===== src/rtl/riscv_pkg.sv =====
// Shared encodings for the RV32I pipeline control: writeback select,
// forwarding select and the data-memory wait FSM states.
package riscv_pkg;

  localparam logic [1:0] WB_ALU = 2'd0;
  localparam logic [1:0] WB_LD  = 2'd1;
  localparam logic [1:0] WB_PC4 = 2'd2;

  localparam logic [1:0] FWD_RF = 2'd0;
  localparam logic [1:0] FWD_W  = 2'd1;
  localparam logic [1:0] FWD_M  = 2'd2;

  typedef enum logic {
    RUN      = 1'b0,
    MEM_WAIT = 1'b1
  } state_e;

endpackage


===== src/rtl/forward_unit.sv =====
// EX-stage operand forwarding select for one source operand.
// A match in MEM takes priority over a match in WB; x0 never forwards.
module forward_unit
  import riscv_pkg::*;
(
  input  logic [4:0] i_rs_addrE,
  input  logic [4:0] i_rd_addrM,
  input  logic [4:0] i_rd_addrW,
  input  logic       i_rd_wrenM,
  input  logic       i_rd_wrenW,
  output logic [1:0] o_fwd
);

  logic w_hitM;
  logic w_hitW;

  assign w_hitM = i_rd_wrenM && (i_rd_addrM != '0) && (i_rd_addrM == i_rs_addrE);
  assign w_hitW = i_rd_wrenW && (i_rd_addrW != '0) && (i_rd_addrW == i_rs_addrE);

  always_comb begin
    o_fwd = FWD_RF;
    if (w_hitM) begin
      o_fwd = FWD_M;
    end else if (w_hitW) begin
      o_fwd = FWD_W;
    end
  end

endmodule


===== src/rtl/hazard_unit.sv =====
// Pipeline control for the five-stage RV32I core: stall/flush generation,
// EX forwarding selects and the multi-cycle data-memory wait tracker.
module hazard_unit
  import riscv_pkg::*;
#(
  parameter int unsigned MEM_TIMEOUT = 16
) (
  input  logic        i_clk,
  input  logic        i_rst_n,
  input  logic [4:0]  i_rs1_addrD,
  input  logic [4:0]  i_rs2_addrD,
  input  logic [4:0]  i_rs1_addrE,
  input  logic [4:0]  i_rs2_addrE,
  input  logic [4:0]  i_rd_addrE,
  input  logic [4:0]  i_rd_addrM,
  input  logic [4:0]  i_rd_addrW,
  input  logic        i_rd_wrenE,
  input  logic        i_rd_wrenM,
  input  logic        i_rd_wrenW,
  input  logic [1:0]  i_wb_selE,
  input  logic        i_pc_selE,
  input  logic        i_mem_reqM,
  input  logic        i_mem_ack,
  output logic        StallF,
  output logic        StallD,
  output logic        StallE,
  output logic        StallM,
  output logic        StallW,
  output logic        FlushD,
  output logic        FlushE,
  output logic        FlushM,
  output logic        FlushW,
  output logic [1:0]  o_fwd_aE,
  output logic [1:0]  o_fwd_bE,
  output logic        o_mem_busy,
  output logic        o_mem_timeout,
  output logic [31:0] o_stall_cnt
);

  localparam int unsigned          WCNT_W    = $clog2(MEM_TIMEOUT) + 1;
  localparam logic [WCNT_W-1:0]    WCNT_LAST = WCNT_W'(MEM_TIMEOUT - 1);

  state_e              r_state;
  state_e              w_state_nxt;
  logic [WCNT_W-1:0]   r_wait_cnt;
  logic [WCNT_W-1:0]   w_wait_cnt_nxt;
  logic                r_mem_timeout;
  logic [31:0]         r_stall_cnt;
  logic                w_timeout_now;
  logic                w_memwait;
  logic                w_branch;
  logic                w_load_use;
  logic [1:0]          w_fwd_a;
  logic [1:0]          w_fwd_b;

  forward_unit u_fwd_a (
    .i_rs_addrE (i_rs1_addrE),
    .i_rd_addrM (i_rd_addrM),
    .i_rd_addrW (i_rd_addrW),
    .i_rd_wrenM (i_rd_wrenM),
    .i_rd_wrenW (i_rd_wrenW),
    .o_fwd      (w_fwd_a)
  );

  forward_unit u_fwd_b (
    .i_rs_addrE (i_rs2_addrE),
    .i_rd_addrM (i_rd_addrM),
    .i_rd_addrW (i_rd_addrW),
    .i_rd_wrenM (i_rd_wrenM),
    .i_rd_wrenW (i_rd_wrenW),
    .o_fwd      (w_fwd_b)
  );

  // Forwarding is forced to the register file while reset is held.
  assign o_fwd_aE      = i_rst_n ? w_fwd_a : FWD_RF;
  assign o_fwd_bE      = i_rst_n ? w_fwd_b : FWD_RF;
  assign o_mem_busy    = (r_state == MEM_WAIT);
  assign o_mem_timeout = r_mem_timeout;
  assign o_stall_cnt   = r_stall_cnt;

  always_ff @(posedge i_clk or negedge i_rst_n) begin
    if (!i_rst_n) begin
      r_state    <= RUN;
      r_wait_cnt <= '0;
    end else begin
      r_state    <= w_state_nxt;
      r_wait_cnt <= w_wait_cnt_nxt;
    end
  end

  always_comb begin
    w_state_nxt    = r_state;
    w_wait_cnt_nxt = r_wait_cnt;
    StallF = 1'b0;
    StallD = 1'b0;
    StallE = 1'b0;
    StallM = 1'b0;
    StallW = 1'b0;
    FlushD = 1'b0;
    FlushE = 1'b0;
    FlushM = 1'b0;
    FlushW = 1'b0;

    // On the timeout cycle the access is released as if acknowledged.
    w_timeout_now = (r_state == MEM_WAIT) && (r_wait_cnt == WCNT_LAST) && !i_mem_ack;
    w_memwait     = i_mem_reqM && !i_mem_ack && !w_timeout_now;
    w_branch      = i_pc_selE && !w_memwait;
    w_load_use    = (i_wb_selE == WB_LD) && i_rd_wrenE && (i_rd_addrE != '0) &&
                    ((i_rd_addrE == i_rs1_addrD) || (i_rd_addrE == i_rs2_addrD)) &&
                    !w_memwait && !i_pc_selE;

    if (i_rst_n) begin
      if (w_memwait) begin
        StallF = 1'b1;
        StallD = 1'b1;
        StallE = 1'b1;
        StallM = 1'b1;
        FlushW = 1'b1;
      end else if (w_branch) begin
        FlushD = 1'b1;
        FlushE = 1'b1;
      end else if (w_load_use) begin
        StallF = 1'b1;
        StallD = 1'b1;
        FlushE = 1'b1;
      end
    end

    unique case (r_state)
      RUN: begin
        if (w_memwait) begin
          w_state_nxt    = MEM_WAIT;
          w_wait_cnt_nxt = WCNT_W'(1);
        end
      end
      MEM_WAIT: begin
        if (i_mem_ack || !i_mem_reqM || w_timeout_now) begin
          w_state_nxt    = RUN;
          w_wait_cnt_nxt = '0;
        end else begin
          w_wait_cnt_nxt = r_wait_cnt + WCNT_W'(1);
        end
      end
      default: begin
        w_state_nxt    = RUN;
        w_wait_cnt_nxt = '0;
      end
    endcase
  end

  always_ff @(posedge i_clk or negedge i_rst_n) begin
    if (!i_rst_n) begin
      r_mem_timeout <= 1'b0;
      r_stall_cnt   <= '0;
    end else begin
      if (w_timeout_now) begin
        r_mem_timeout <= 1'b1;
      end
      if (StallF && (r_stall_cnt != '1)) begin
        r_stall_cnt <= r_stall_cnt + 32'd1;
      end
    end
  end

endmodule


===== config.mk =====
export PLATFORM = sky130hd
export DESIGN_NAME = hazard_unit
export DESIGN_NICKNAME = d
export VERILOG_FILES = /design/src/rtl/riscv_pkg.sv /design/src/rtl/forward_unit.sv /design/src/rtl/hazard_unit.sv
export SDC_FILE = /design/constraint.sdc
export NUM_CORES = 1
export LEC_CHECK = 0
export CORE_MARGIN = 2
export CORE_UTILIZATION = 49
export CTS_BUF_LIST = sky130_fd_sc_hd__clkbuf_2 sky130_fd_sc_hd__clkbuf_4 sky130_fd_sc_hd__clkbuf_8
export CTS_CLUSTER_DIAMETER = 30
export DETAILED_ROUTE_END_ITERATION = 8
export GPL_TIMING_DRIVEN = 0
export PLACE_DENSITY = 0.88
export SYNTH_ARGS = -nofsm -noshare
export SYNTH_HDL_FRONTEND = slang
export SYNTH_SLANG_ARGS = --single-unit

===== constraint.sdc =====
create_clock -name i_clk -period 4.36 [get_ports i_clk]
set_clock_uncertainty 0.05 [all_clocks]
set_input_delay 0.872 -clock i_clk [delete_from_list [all_inputs] [get_ports i_clk]]
set_output_delay 0.872 -clock i_clk [all_outputs]
set_load 0.02 [all_outputs]

### After elaboration in Yosys (flattened, before gate mapping)

Index checks and enable logic that the tools add are counted.

* add/subtract/negate cells: 2
* equality and inequality tests: 10
* mux-type cells: 23
* bitwise logic cells: 1
* reduce and logical (&&, ||, !) cells: 28

Operator list (count)
* $add 32x1->32 const B: 1
* $ne 32x32->1 const B: 1
* $eq 5x5->1: 6
* $logic_and 1x1->1: 17
* $mux 1: 15
* $reduce_bool 5->1: 3
* $mux 5: 2
* $pmux 5 s2: 1
* $mux 2: 4
* $add 5x1->5 const B: 1
* $eq 5x4->1 const B: 1
* $logic_not 1->1: 5
* $logic_or 1x1->1: 3
* $eq 2x1->1 const B: 1
* $ne 2x2->1 const B: 1
* $pmux 1 s2: 1
* $not 1->1: 1

* register bits after elaboration: 39
* word-level logic and storage cells: 68

### Longest topological paths before layout

* word-level depth: 13
* gate-level depth with buffers: 9
* mapped depth without buffers: 8

### Hierarchy

Synthesis repeated with hierarchy kept, for this count alone.

* cell total of the unflattened synthesis: 263
* area total of the unflattened synthesis: 2466.1 um^2

Modules (own cells, without submodules)
* hazard_unit: times used 1, cells each 221, area an instance 2148.3 um^2, seq. area each 975.9 um^2
* forward_unit: times used 2, cells each 21, area an instance 158.9 um^2, seq. area each 0.0 um^2

### Least setup slack after synthesis

No wires, ideal clock.

* path kind: input-to-output
* start point: in i_rd_addrM[0]
* end point: out o_fwd_aE[0]
* arrival: 2.389 ns
* setup slack: 1.049 ns
* stages: 4
* path buffers: 0
* cells stage by stage: or4_1 > o21ai_0 > nor4_1 > nor4_1

* longest elaborated chain between the ends: 5
* elaborated cells on any way between the ends: 6
* classes of those cells: 1 x eq/ne; 2 x mux; 3 x reduce/logical

RTL lines
* start: declaration: line hazard_unit.sv:15 `input logic [4:0] i_rd_addrM,`
* $reduce_bool 5->1: line forward_unit.sv:17 `assign w_hitM = i_rd_wrenM && (i_rd_addrM != '0) && (i_rd_addrM == i_rs_addrE);`
* $logic_and 1x1->1: line forward_unit.sv:17
* $logic_and 1x1->1 *: line forward_unit.sv:17
* $mux 2 *: line forward_unit.sv:22 `if (w_hitM) begin`
* $mux 2 *: line hazard_unit.sv:75 `assign o_fwd_aE = i_rst_n ? w_fwd_a : FWD_RF;`
* end: declaration: line hazard_unit.sv:33 `output logic [1:0] o_fwd_aE,`

Every way passes the cells marked *; elsewhere a longest branch is shown, timed or not.

### Final worst setup path

* start point: in i_rd_addrE[0]
* end point: out StallF

* longest elaborated chain between the ends: 9
* elaborated cells on any way between the ends: 12
* classes of those cells: 2 x eq/ne; 4 x mux; 6 x reduce/logical

RTL lines
* start: declaration: line hazard_unit.sv:14 `input logic [4:0] i_rd_addrE,`
* $eq 5x5->1 / $reduce_bool 5->1 (equally long branches): line hazard_unit.sv:109, hazard_unit.sv:108
* $logic_or 1x1->1 / $logic_and 1x1->1 (equally long branches): line hazard_unit.sv:109, hazard_unit.sv:108
* $logic_and 1x1->1 *: line hazard_unit.sv:108 `w_load_use = (i_wb_selE == WB_LD) && i_rd_wrenE && (i_rd_addrE != '0) &&`
* $logic_and 1x1->1 *: line hazard_unit.sv:109 `((i_rd_addrE == i_rs1_addrD) || (i_rd_addrE == i_rs2_addrD)) &&`
* $logic_and 1x1->1 *: line hazard_unit.sv:110 `!w_memwait && !i_pc_selE;`
* $mux 1 *: line hazard_unit.sv:122 `end else if (w_load_use) begin`
* $mux 1 *: line hazard_unit.sv:119 `end else if (w_branch) begin`
* $mux 1 *: line hazard_unit.sv:113 `if (w_memwait) begin`
* $mux 1 *: line hazard_unit.sv:112 `if (i_rst_n) begin`
* end: declaration: line hazard_unit.sv:24 `output logic StallF,`

Marks and branches as above.

==> impl_metrics.csv <==
group,metric,value,unit
placed_design,place_area,3410,sq um
worst_setup_path,cp-end-kind,"output port",
worst_setup_path,crit_arrival,3.20,ns
drt,avgRoutedWirePerCell,14.3,um
worst_setup_path,cp_slowest_cell,"clkdlybuf4s50_1",
synthesis,yosys_warnings,0,
worst_setup_path,required,3.44,ns
clocking,cts-htree-levels,2,
synthesis,syn_area_per_cell,10.3,sq um
worst_setup_path,worstSetupStartpointType,"input port",
synthesis,synth_edf_count,0,
floorplanning,rows,25,
power_and_ir_drop,p_switching,266,uW
placed_design,numPortBuffers,89,
cells_and_area,area_growth,44.9,%
synthesis,yosys_register_bits,39,
power_and_ir_drop,sequentialPowerShare,0.463,
drt,dr.max_layer_used,"met4",
placed_design,gp_congestion,0.903,
grt,grt_antenna_before_repair,0,
synthesis,ys_seq_area_frac,0.404,
hold_path,hold_path_class,"register to register",
synthesis,synthTopCellsByArea,"dfrtp_1 40%, xnor2_1 13%, xor2_1 9.4%",
synthesis,synth_area,2420,sq um
worst_setup_path,r2r_start,"o_stall_cnt[0]$_DFFE_PN0P_",
synthesis,synthCells,235,
floorplanning,top_level_ports,92,
worst_setup_path,crit_type,"input port to output port",
floorplanning,initial_core_util,0.509,
sta,hold_viol,0,
cells_and_area,drive_above_1_share,0.108,
sta,report.final.slew_viol_count,0,
synthesis,yosysTopAreaCellShare,0.404,
drt,wl,5720,um
hold_path,hold_path_end,"r_wait_cnt[4]$_DFFE_PN0P_",
drt,drtAntennaViolNets,0,
power_and_ir_drop,p_sw_frac,0.298,
hold_path,min_path_cells,2,
cells_and_area,regArea,976,sq um
drt,wl_met3,304,um
worst_setup_path,cp_common_cell,"clkdlybuf4s50_1",
clocking,cts_root_buffer,"clkbuf_8",
worst_setup_path,worstPathCellList,"clkdlybuf4s50_1 -> xor2_1 -> nor3_1 -> a22oi_1 -> o31ai_4 -> clkbuf_4 -> buf_4 -> clkdlybuf4s50_1",
sta,setup_tns,0,ns
power_and_ir_drop,pwr-share-comb,0.263,
synthesis,synth_area_leader_cell,"dfrtp_1",
worst_setup_path,crit_fanout,11,
cells_and_area,antennaDiodeCount,0,
drt,dr_wl_met2,2980,um
sta,rsz0062_at_grt,"no",
job,maxCapViolCount,0,
drt,remaining_drc_errors,0,
worst_setup_path,cpLargestDelayFamily,"buffers and inverters",
grt,groute.usage.overall,0.224,
drt,drt-initial-drc-count,65,
hold_path,hp-start,"r_wait_cnt[4]$_DFFE_PN0P_",
worst_setup_path,r2r.worst_path.cells,8,
grt,grt_max_degree,28,
power_and_ir_drop,p_leak,1.43,nW
sta,max_freq,243,MHz
status,status,"completed",
synthesis,synth-async-reset-ratio,1.00,
clocking,clock_sinks,39,
sta,period_share,0.945,
clocking,cts_tree,"built",
cells_and_area,fin_area,3500,sq um
floorplanning,die_h,74.3,um
power_and_ir_drop,ir_drop,0.000303,V
sta,setup_viol,0,
cells_and_area,layout.nets,381,
power_and_ir_drop,power.internal,626,uW
power_and_ir_drop,p_per_area,255,nW/um^2
drt,vias,2090,
cells_and_area,final_util,0.737,
worst_setup_path,cp_slowest_stage_delay,0.59,ns
clocking,cts_made_buffers,5,
cells_and_area,multi_input_area,1340,sq um
clocking,cts_hold_buf,0,
worst_setup_path,worst-path-buf-inv,4,
synthesis,yosys_most_used_dff,"dfrtp_1",
clocking,clkLatencyLatePin,0.29,ns
grt,overflow,0,
power_and_ir_drop,pwr-share-clk,0.274,
worst_setup_path,rrSetupSlack,2.13,ns
clocking,clockBufferDepth,2,
grt,grt_pass1_wl,9580,um
synthesis,ys_types,43,
floorplanning,die_w,74.3,um
drt,first_pass_iters,4,
grt,first_global_vias,2131,
drt,met1_length,2390,um
placed_design,dp.cells,393,
worst_setup_path,timing.rr.end,"o_stall_cnt[1]$_DFFE_PN0P_",
floorplanning,die-area,5510,sq um
cells_and_area,nFillCells,364,
floorplanning,coreArea,4750,sq um
sta,period_needed,4.12,ns
cells_and_area,finalNonFillerCells,401,
placed_design,hpwl,4540,um
clocking,clk_pin_slew,0.07,ns
drt,viasPerCell,5.21,
## layer usage
layer / GRT usage / vias up
met3: 0.0556 / 7
li1: - / 1024
met5: 0 / -
met1: 0.287 / 992
met2: 0.386 / 67
met4: 0.0476 / 0
## sequential cells by signal, summed over array words and instances, names as in the netlist
name and cells:
o_stall_cnt 32, o_mem_timeout 1, r_wait_cnt 5, o_mem_busy 1
## power groups by stage
stage	registers (mW)	clock network, mW	logic (mW)
floorplan	0.441	0	0.0827
global placement	0.416	0	0.227
detailed placement	0.418	0	0.237
CTS	0.412	0.248	0.237
global route	0.417	0.261	0.253
finish	0.413	0.244	0.235
## synthesized netlist by cell type, types with 2 or more instances
| master | n |
|---|---|
| and2_1 | 2 |
| and3_1 | 8 |
| and3_2 | 2 |
| buf_2 | 2 |
| buf_4 | 5 |
| buf_6 | 2 |
| dfrtp_1 | 39 |
| ha_1 | 3 |
| inv_1 | 6 |
| nand2_1 | 13 |
| nand2b_1 | 2 |
| nand3_1 | 13 |
| nand3_2 | 4 |
| nand3b_1 | 7 |
| nand4_1 | 18 |
| nor2_1 | 7 |
| nor3_1 | 2 |
| nor3_2 | 2 |
| nor4_1 | 4 |
| o211a_1 | 2 |
| o21ai_0 | 5 |
| or4_1 | 5 |
| xnor2_1 | 37 |
| xor2_1 | 26 |
## cells by family after synthesis
family / count (synthesis) / share of synthesized area
AND/OR/NAND/NOR: 98 / 0.254
multiplexers: 2 / 0.00879
adder cells (fa/ha/maj): 3 / 0.0155
other: 1 / 0.00155
AO/OA/AOI/OAI: 12 / 0.0429
flip-flops: 39 / 0.404
XOR/XNOR: 63 / 0.228
buffers and inverters: 17 / 0.0460
## tightest hold or removal path: stages (launching register included)
cell	delay, ns
dfrtp_1	0.35
nand2_1	0.05
o21ai_0	0.06
## layout by cell type (no fill, tap or decap), types with 2 or more instances in the layout
master | netlist | routed
and2_1 | 2 | 2
and3_1 | 8 | 8
and3_2 | 2 | 2
buf_2 | 2 | 2
buf_4 | 5 | 5
buf_6 | 2 | 2
clkbuf_4 | 0 | 2
clkbuf_8 | 0 | 5
clkdlybuf4s50_1 | 0 | 88
conb_1 | 1 | 2
dfrtp_1 | 39 | 39
ha_1 | 3 | 3
inv_1 | 6 | 6
nand2_1 | 13 | 13
nand2b_1 | 2 | 2
nand3_1 | 13 | 13
nand3_2 | 4 | 4
nand3b_1 | 7 | 7
nand4_1 | 18 | 18
nor2_1 | 7 | 7
nor3_1 | 2 | 2
nor3_2 | 2 | 2
nor4_1 | 4 | 4
o211a_1 | 2 | 2
o21ai_0 | 5 | 5
or4_1 | 5 | 5
xnor2_1 | 37 | 37
xor2_1 | 26 | 26
## what timing repair did
item	4_1_cts	5_1_grt
endpoints found under the setup margin	0	1
gates resized for setup	0	1
buffers inserted	0	0
## worst max path at each step
stage,startpoint,endpoint,cells after the start
after floorplan,i_rd_addrM[0],o_fwd_aE[0],4
after global placement,i_rst_n,StallF,6
after detailed placement,i_rd_addrE[0],StallF,8
after CTS,i_rd_addrE[0],StallF,8
after global routing,i_rd_addrE[2],StallF,8
final,i_rd_addrE[0],StallF,8
## stage by stage
| stage | setup WS [ns] | power, mW | hold WS (ns) |
|---|---|---|---|
| 4_1_cts | 0.158 | 0.897 | 0.438 |
| 2_1_floorplan | 1.05 | 0.523 | 0.400 |
| 5_1_grt | 0.0384 | 0.931 | 0.463 |
| 3_3_place_gp | -1.09 | 0.643 | 0.413 |
| 6_report | 0.239 | 0.892 | 0.437 |
| 3_5_place_dp | 0.153 | 0.655 | 0.421 |
## area by class of cell
class | count | area share
clock buffer | 6 | 0.0218
clock inverter | 2 | 0.00357
multi-input combinational | 180 | 0.381
tap | 67 | 0.0239
timing repair buffer | 90 | 0.259
buffer | 11 | 0.0261
sequential | 39 | 0.279
inverter | 6 | 0.00643
(Power assumes the default switching activity.)
